--- src/rtl/prog_loader.sv ---
`timescale 1ns/1ps
// prog_loader: accepts a length-prefixed byte stream and shifts it MSB-first
// onto an FPGA programming chain with a divided shift clock, counting the
// ones returned on the chain's readback pin.
module prog_loader #(
   parameter int unsigned CLK_DIV   = 2,
   parameter int unsigned LEN_WIDTH = 16
) (
   input  logic                 clk,
   input  logic                 rst,
   input  logic                 start,
   input  logic                 abort,
   input  logic                 in_valid,
   input  logic [7:0]           in_data,
   output logic                 in_ready,
   output logic                 prog_clk,
   output logic                 prog_en,
   output logic                 prog_in,
   input  logic                 prog_out,
   output logic                 busy,
   output logic                 done,
   output logic [LEN_WIDTH-1:0] rb_ones
);

   // Phase counter must hold CLK_DIV-1; keep at least one bit for CLK_DIV=1.
   localparam int unsigned    DIV_W    = (CLK_DIV > 1) ? $clog2(CLK_DIV) : 1;
   localparam logic [DIV_W-1:0] DIV_LAST = DIV_W'(CLK_DIV - 1);

   typedef enum logic [2:0] {
      S_IDLE,
      S_LEN_HI,
      S_LEN_LO,
      S_FETCH,
      S_SHIFT_LO,
      S_SHIFT_HI,
      S_DONE
   } state_t;

   state_t               r_state;
   state_t               w_next_state;

   logic [7:0]           r_len_hi;
   logic [LEN_WIDTH-1:0] r_bits_left;
   logic [7:0]           r_shift;
   logic [2:0]           r_bit_idx;
   logic [DIV_W-1:0]     r_div;
   logic [LEN_WIDTH-1:0] r_rb_ones;
   logic                 r_prog_clk;
   logic                 r_prog_en;
   logic                 r_busy;
   logic                 r_done;

   logic                 w_in_ready;
   logic                 w_accept;
   logic                 w_phase_end;
   logic [LEN_WIDTH-1:0] w_len;
   logic                 w_load_byte;
   logic                 w_next_bit;
   logic                 w_bit_done;
   logic                 w_sample;
   logic                 w_clear_rb;
   logic                 w_prog_clk_nxt;
   logic                 w_prog_en_nxt;
   logic                 w_busy_nxt;
   logic                 w_done_nxt;

   // Handshake and phase-timing decodes shared by the FSM and datapath.
   assign w_accept    = in_valid && w_in_ready;
   assign w_phase_end = (r_div == DIV_LAST);
   assign w_len       = LEN_WIDTH'({r_len_hi, in_data});

   // State register.
   always_ff @(posedge clk or posedge rst) begin
      if (rst) begin
         r_state <= S_IDLE;
      end else begin
         r_state <= w_next_state;
      end
   end

   // Next-state, stream ready, and next values of the registered chain outputs.
   always_comb begin
      w_next_state = r_state;
      w_in_ready   = 1'b0;

      case (r_state)
         S_IDLE: begin
            if (start) begin
               w_next_state = S_LEN_HI;
            end
         end
         S_LEN_HI: begin
            w_in_ready = 1'b1;
            if (in_valid) begin
               w_next_state = S_LEN_LO;
            end
         end
         S_LEN_LO: begin
            w_in_ready = 1'b1;
            if (in_valid) begin
               w_next_state = (w_len == '0) ? S_DONE : S_FETCH;
            end
         end
         S_FETCH: begin
            w_in_ready = 1'b1;
            if (in_valid) begin
               w_next_state = S_SHIFT_LO;
            end
         end
         S_SHIFT_LO: begin
            if (w_phase_end) begin
               w_next_state = S_SHIFT_HI;
            end
         end
         S_SHIFT_HI: begin
            if (w_phase_end) begin
               if (r_bits_left == LEN_WIDTH'(1)) begin
                  w_next_state = S_DONE;
               end else if (r_bit_idx != 3'd0) begin
                  w_next_state = S_SHIFT_LO;
               end else begin
                  w_next_state = S_FETCH;
               end
            end
         end
         S_DONE: begin
            w_next_state = S_IDLE;
         end
         default: begin
            w_next_state = S_IDLE;
         end
      endcase

      // Abort wins over start and over any handshake in the same cycle.
      if (abort) begin
         w_next_state = S_IDLE;
         w_in_ready   = 1'b0;
      end

      w_prog_clk_nxt = (w_next_state == S_SHIFT_HI);
      w_prog_en_nxt  = (w_next_state == S_FETCH) ||
                       (w_next_state == S_SHIFT_LO) ||
                       (w_next_state == S_SHIFT_HI);
      w_busy_nxt     = (w_next_state != S_IDLE);
      w_done_nxt     = (w_next_state == S_DONE);
   end

   // Datapath event decodes.
   assign w_load_byte = (r_state == S_FETCH) && w_accept;
   assign w_next_bit  = (r_state == S_SHIFT_HI) && (w_next_state == S_SHIFT_LO);
   assign w_bit_done  = (r_state == S_SHIFT_HI) && w_phase_end && !abort;
   assign w_sample    = (r_state == S_SHIFT_LO) && w_phase_end && !abort;
   assign w_clear_rb  = (r_state == S_IDLE) && start && !abort;

   // Phase counter restarts on every state change and runs inside shift phases.
   always_ff @(posedge clk or posedge rst) begin
      if (rst) begin
         r_div <= '0;
      end else if (w_next_state != r_state) begin
         r_div <= '0;
      end else if ((r_state == S_SHIFT_LO) || (r_state == S_SHIFT_HI)) begin
         r_div <= r_div + DIV_W'(1);
      end
   end

   // Length header capture and remaining-bit counter.
   always_ff @(posedge clk or posedge rst) begin
      if (rst) begin
         r_len_hi    <= '0;
         r_bits_left <= '0;
      end else begin
         if ((r_state == S_LEN_HI) && w_accept) begin
            r_len_hi <= in_data;
         end
         if ((r_state == S_LEN_LO) && w_accept) begin
            r_bits_left <= w_len;
         end else if (w_bit_done) begin
            r_bits_left <= r_bits_left - LEN_WIDTH'(1);
         end
      end
   end

   // Shift register; bit 7 is the bit currently on the chain data pin.
   always_ff @(posedge clk or posedge rst) begin
      if (rst) begin
         r_shift   <= '0;
         r_bit_idx <= '0;
      end else if (w_load_byte) begin
         r_shift   <= in_data;
         r_bit_idx <= 3'd7;
      end else if (w_next_bit) begin
         r_shift   <= {r_shift[6:0], 1'b0};
         r_bit_idx <= r_bit_idx - 3'd1;
      end
   end

   // Readback ones counter; cleared on a new load, kept across an abort.
   always_ff @(posedge clk or posedge rst) begin
      if (rst) begin
         r_rb_ones <= '0;
      end else if (w_clear_rb) begin
         r_rb_ones <= '0;
      end else if (w_sample && prog_out) begin
         r_rb_ones <= r_rb_ones + LEN_WIDTH'(1);
      end
   end

   // Registered chain and status outputs, decoded from the next state.
   always_ff @(posedge clk or posedge rst) begin
      if (rst) begin
         r_prog_clk <= 1'b0;
         r_prog_en  <= 1'b0;
         r_busy     <= 1'b0;
         r_done     <= 1'b0;
      end else begin
         r_prog_clk <= w_prog_clk_nxt;
         r_prog_en  <= w_prog_en_nxt;
         r_busy     <= w_busy_nxt;
         r_done     <= w_done_nxt;
      end
   end

   assign in_ready = w_in_ready;
   assign prog_clk = r_prog_clk;
   assign prog_en  = r_prog_en;
   assign prog_in  = r_shift[7];
   assign busy     = r_busy;
   assign done     = r_done;
   assign rb_ones  = r_rb_ones;

endmodule
--- config.mk ---
export PLATFORM = sky130hd
export DESIGN_NAME = prog_loader
export DESIGN_NICKNAME = d
export VERILOG_FILES = /design/src/rtl/prog_loader.sv
export SDC_FILE = /design/constraint.sdc
export NUM_CORES = 1
export LEC_CHECK = 0
export CORE_MARGIN = 2
export CORE_UTILIZATION = 30
export CTS_CLUSTER_DIAMETER = 60
export DETAILED_ROUTE_END_ITERATION = 8
export PLACE_DENSITY = 0.44
export SYNTH_ARGS = -nofsm -noshare
export SYNTH_HDL_FRONTEND = slang
export SYNTH_SLANG_ARGS = --single-unit
--- constraint.sdc ---
create_clock -name clk -period 3 [get_ports clk]
set_input_delay 0.75 -clock clk [delete_from_list [all_inputs] [get_ports clk]]
set_output_delay 0.75 -clock clk [all_outputs]
set_load 0.02 [all_outputs]
==> results.json <==
{
  "synth_adder_area_share_pct": 2.01,
  "dpl.hpwl_um": 5910,
  "grt_pass1_vias": 2527,
  "path_depth": 3,
  "seqPwrFrac_pct": 45.5,
  "p_clk_share_pct": 29.7,
  "cts_made_buffers": 9,
  "synth_top_area_share_pct": 47.4,
  "crit_buf_inv": 2,
  "dieHeight_um": 106,
  "reg2reg_slack_ns": 0.65,
  "clock_latency_ns": 0.34,
  "synth_cells": 317,
  "cp_slowest_cell": "clkdlybuf4s50_1",
  "ys_top_cells_by_area": "dfrtp_1 (47%), nor2_1 (4.1%), o21ai_0 (3.9%), nand2_1 (3.6%), mux2_2 (2.9%)",
  "hold_viol": 0,
  "cap_violations": 0,
  "switching_power_mw": 0.779,
  "final_max_slew_viol_count": 0,
  "post-route-period-util_pct": 92.2,
  "routed_wl_um": 8150,
  "yosys.area_share.simple_pct": 21.7,
  "critical_path.top_delay_family": "buffers and inverters",
  "cp-endpoint": "in_ready",
  "io_buffers": 35,
  "firstDrtPassIters": 4,
  "rsz0062_at_grt": "false",
  "globalRouteTotalUtil_pct": 15.7,
  "gp_congestion": 0.781,
  "grt_pass1_wl_um": 13600,
  "slowest_delay_ns": 0.64,
  "grt.overflow.total": 0,
  "r2r-start": "r_bits_left[7]",
  "seq_area_frac_synth_pct": 47.4,
  "synth_common_cells": "dfrtp_1 (59), nor2_1 (34), nand2_1 (30)",
  "htree_num_levels": 3,
  "synth_xor_area_share_pct": 5.07,
  "swShare_pct": 32.3,
  "fmax_mhz": 362,
  "p_leak_nw": 1.68,
  "synthToLayoutAreaGrowth_pct": 26.9,
  "drive_above_1_share_pct": 15.6,
  "cp-start-kind": "input pin",
  "post_cts_resized": 0,
  "placementRows": 37,
  "async_flop_share_pct": 100,
  "worstMarginPinSlew_ns": 0.486,
  "design_area_mm2": 0.00395,
  "grt_max_degree": 40,
  "detail_route.iter0.violations": 158,
  "synthMuxAreaShare_pct": 4.50,
  "setup_viol": 0,
  "initial_core_util_pct": 30.6,
  "p_per_area_mw_per_mm2": 611,
  "path_cells": "clkdlybuf4s50_1 > nor3_1 > clkdlybuf4s50_1",
  "clockBufferDepth": 2,
  "path_common_cell": "clkdlybuf4s50_1",
  "synthDistinctLibCells": 52,
  "drc": 0,
  "dieArea_mm2": 0.0112,
  "grt_antenna_before_repair": 0,
  "period_needed_ns": 2.76,
  "dpl.cell_count": 497,
  "yosys.area.top_type": "dfrtp_1",
  "clk_pin_slew_worst_paths_ns": 0.06,
  "num_antenna_cells": 0,
  "p_int_mw": 1.63,
  "tns_ns": 0,
  "io_pins": 36,
  "synth_top_family_by_area": "simple AND/OR/NAND/NOR gates",
  "hp-class": "flop to flop",
  "via_per_inst": 5.02,
  "end_kind": "output pin",
  "status": "finished clean",
  "relSlewSlack_pct": 67.4,
  "critPathLaunch": "abort",
  "clkSinkCount": 59,
  "ctsHoldBuffers": 0,
  "r2r-end": "r_bit_idx[2]",
  "cts_setup_buffers": 0,
  "synth_nets": 336,
  "crit_type": "input pin to output pin",
  "nFillCells": 1031,
  "vias": 2574,
  "die_width_um": 106,
  "r2r_cells": 6,
  "stdcell_count": 513,
  "ys_warn_count": 0,
  "cts_tree": "built",
  "ys.flop_type": "dfrtp_1",
  "synth_seq_cells": 59,
  "crit_fanout": 2,
  "wire_per_inst_um": 15.9,
  "synth_area_mm2": 0.00311,
  "finClkSkew_ns": 0.00664,
  "required_ns": 2.25,
  "ctsRootBufferMaster": "clkbuf_8",
  "synth.avg_cell_area_um2": 9.82,
  "core-area_mm2": 0.0102,
  "ant_nets": 0,
  "synth_edf_count": 0,
  "pwr-share-comb_pct": 24.8,
  "cp.arrival_ns": 2.01,
  "synth_most_common_cell": "dfrtp_1",
  "final_net_count": 391,
  "ir_drop_mv": 0.219,
  "place_area_mm2": 0.00376,
  "synth_compound_area_share_pct": 15.9
}
-- registers in the layout, summed over array words and instances (netlist names) --
name,count
r_bits_left,16
rb_ones,16
r_state,3
done,1
prog_clk,1
r_bit_idx,3
r_len_hi,8
busy,1
r_shift,8
prog_en,1
r_div,1
-- worst min-delay path by stage --
| stage | from | endpoint | depth (start not counted) |
|---|---|---|---|
| final | r_bit_idx[0] | r_bit_idx[0] | 1 |
| after global routing | r_bit_idx[0] | r_bit_idx[0] | 1 |
| after CTS | r_bit_idx[0] | r_bit_idx[0] | 1 |
| after detailed placement | r_bit_idx[0] | r_bit_idx[0] | 1 |
| after global placement | r_bit_idx[0] | r_bit_idx[0] | 1 |
| after floorplan | r_bit_idx[0] | r_bit_idx[0] | 1 |
-- power by group through the flow --
stage	clock, mW	sequential (mW)	combinational [mW]
floorplan	0	1.07	0.443
global placement	0	1.11	0.594
detailed placement	0	1.11	0.599
CTS	0.749	1.10	0.603
global route	0.795	1.12	0.664
finish	0.717	1.10	0.597
-- metrics by stage --
step	setup slack, ns	hold WS (ns)	util (%)	power, mW
floorplan	0.794	0.450	-	1.51
global placement	0.169	0.471	36.9	1.70
detailed placement	0.175	0.485	36.9	1.71
CTS	0.229	0.494	38.8	2.45
global route	0.106	0.508	38.8	2.58
finish	0.235	0.502	38.8	2.41
-- cells in the final DEF (no fill, tap or decap), drive strengths merged, types with 11 or more instances in the layout --
cell type	count
dfrtp	59
inv	12
buf	22
o211ai	11
nand2	30
o21ai	24
clkdlybuf4s50	35
clkbuf	14
nand3	12
nor2	36
-- area by class of cell --
class / count / area, um^2 / share of cell area (%)
clock buffers: 14 / 153 / 3.87
clock inverters: 2 / 35.0 / 0.887
inverters: 12 / 45.0 / 1.14
multi-input cells: 233 / 1540 / 39.0
flip-flops and latches: 59 / 1480 / 37.4
well taps: 136 / 170 / 4.31
repair buffers: 57 / 528 / 13.4
-- kinds of logic after synthesis --
family | Yosys count
buf+inv | 25
fa+ha+maj | 5
compound gates | 67
xor+xnor | 18
flops | 59
mux | 13
simple gates | 130
-- layer usage --
| metal | up-vias | share of wire, % | global-route usage (%) |
|---|---|---|---|
| met3 | 14 | 3.9 | 3.03 |
| met2 | 58 | 44 | 23.0 |
| met4 | 0 | 2.0 | 7.52 |
| met5 | - | 0 | 0 |
| li1 | 1274 | - | - |
| met1 | 1228 | 50 | 22.1 |
(Power assumes the default switching activity.)
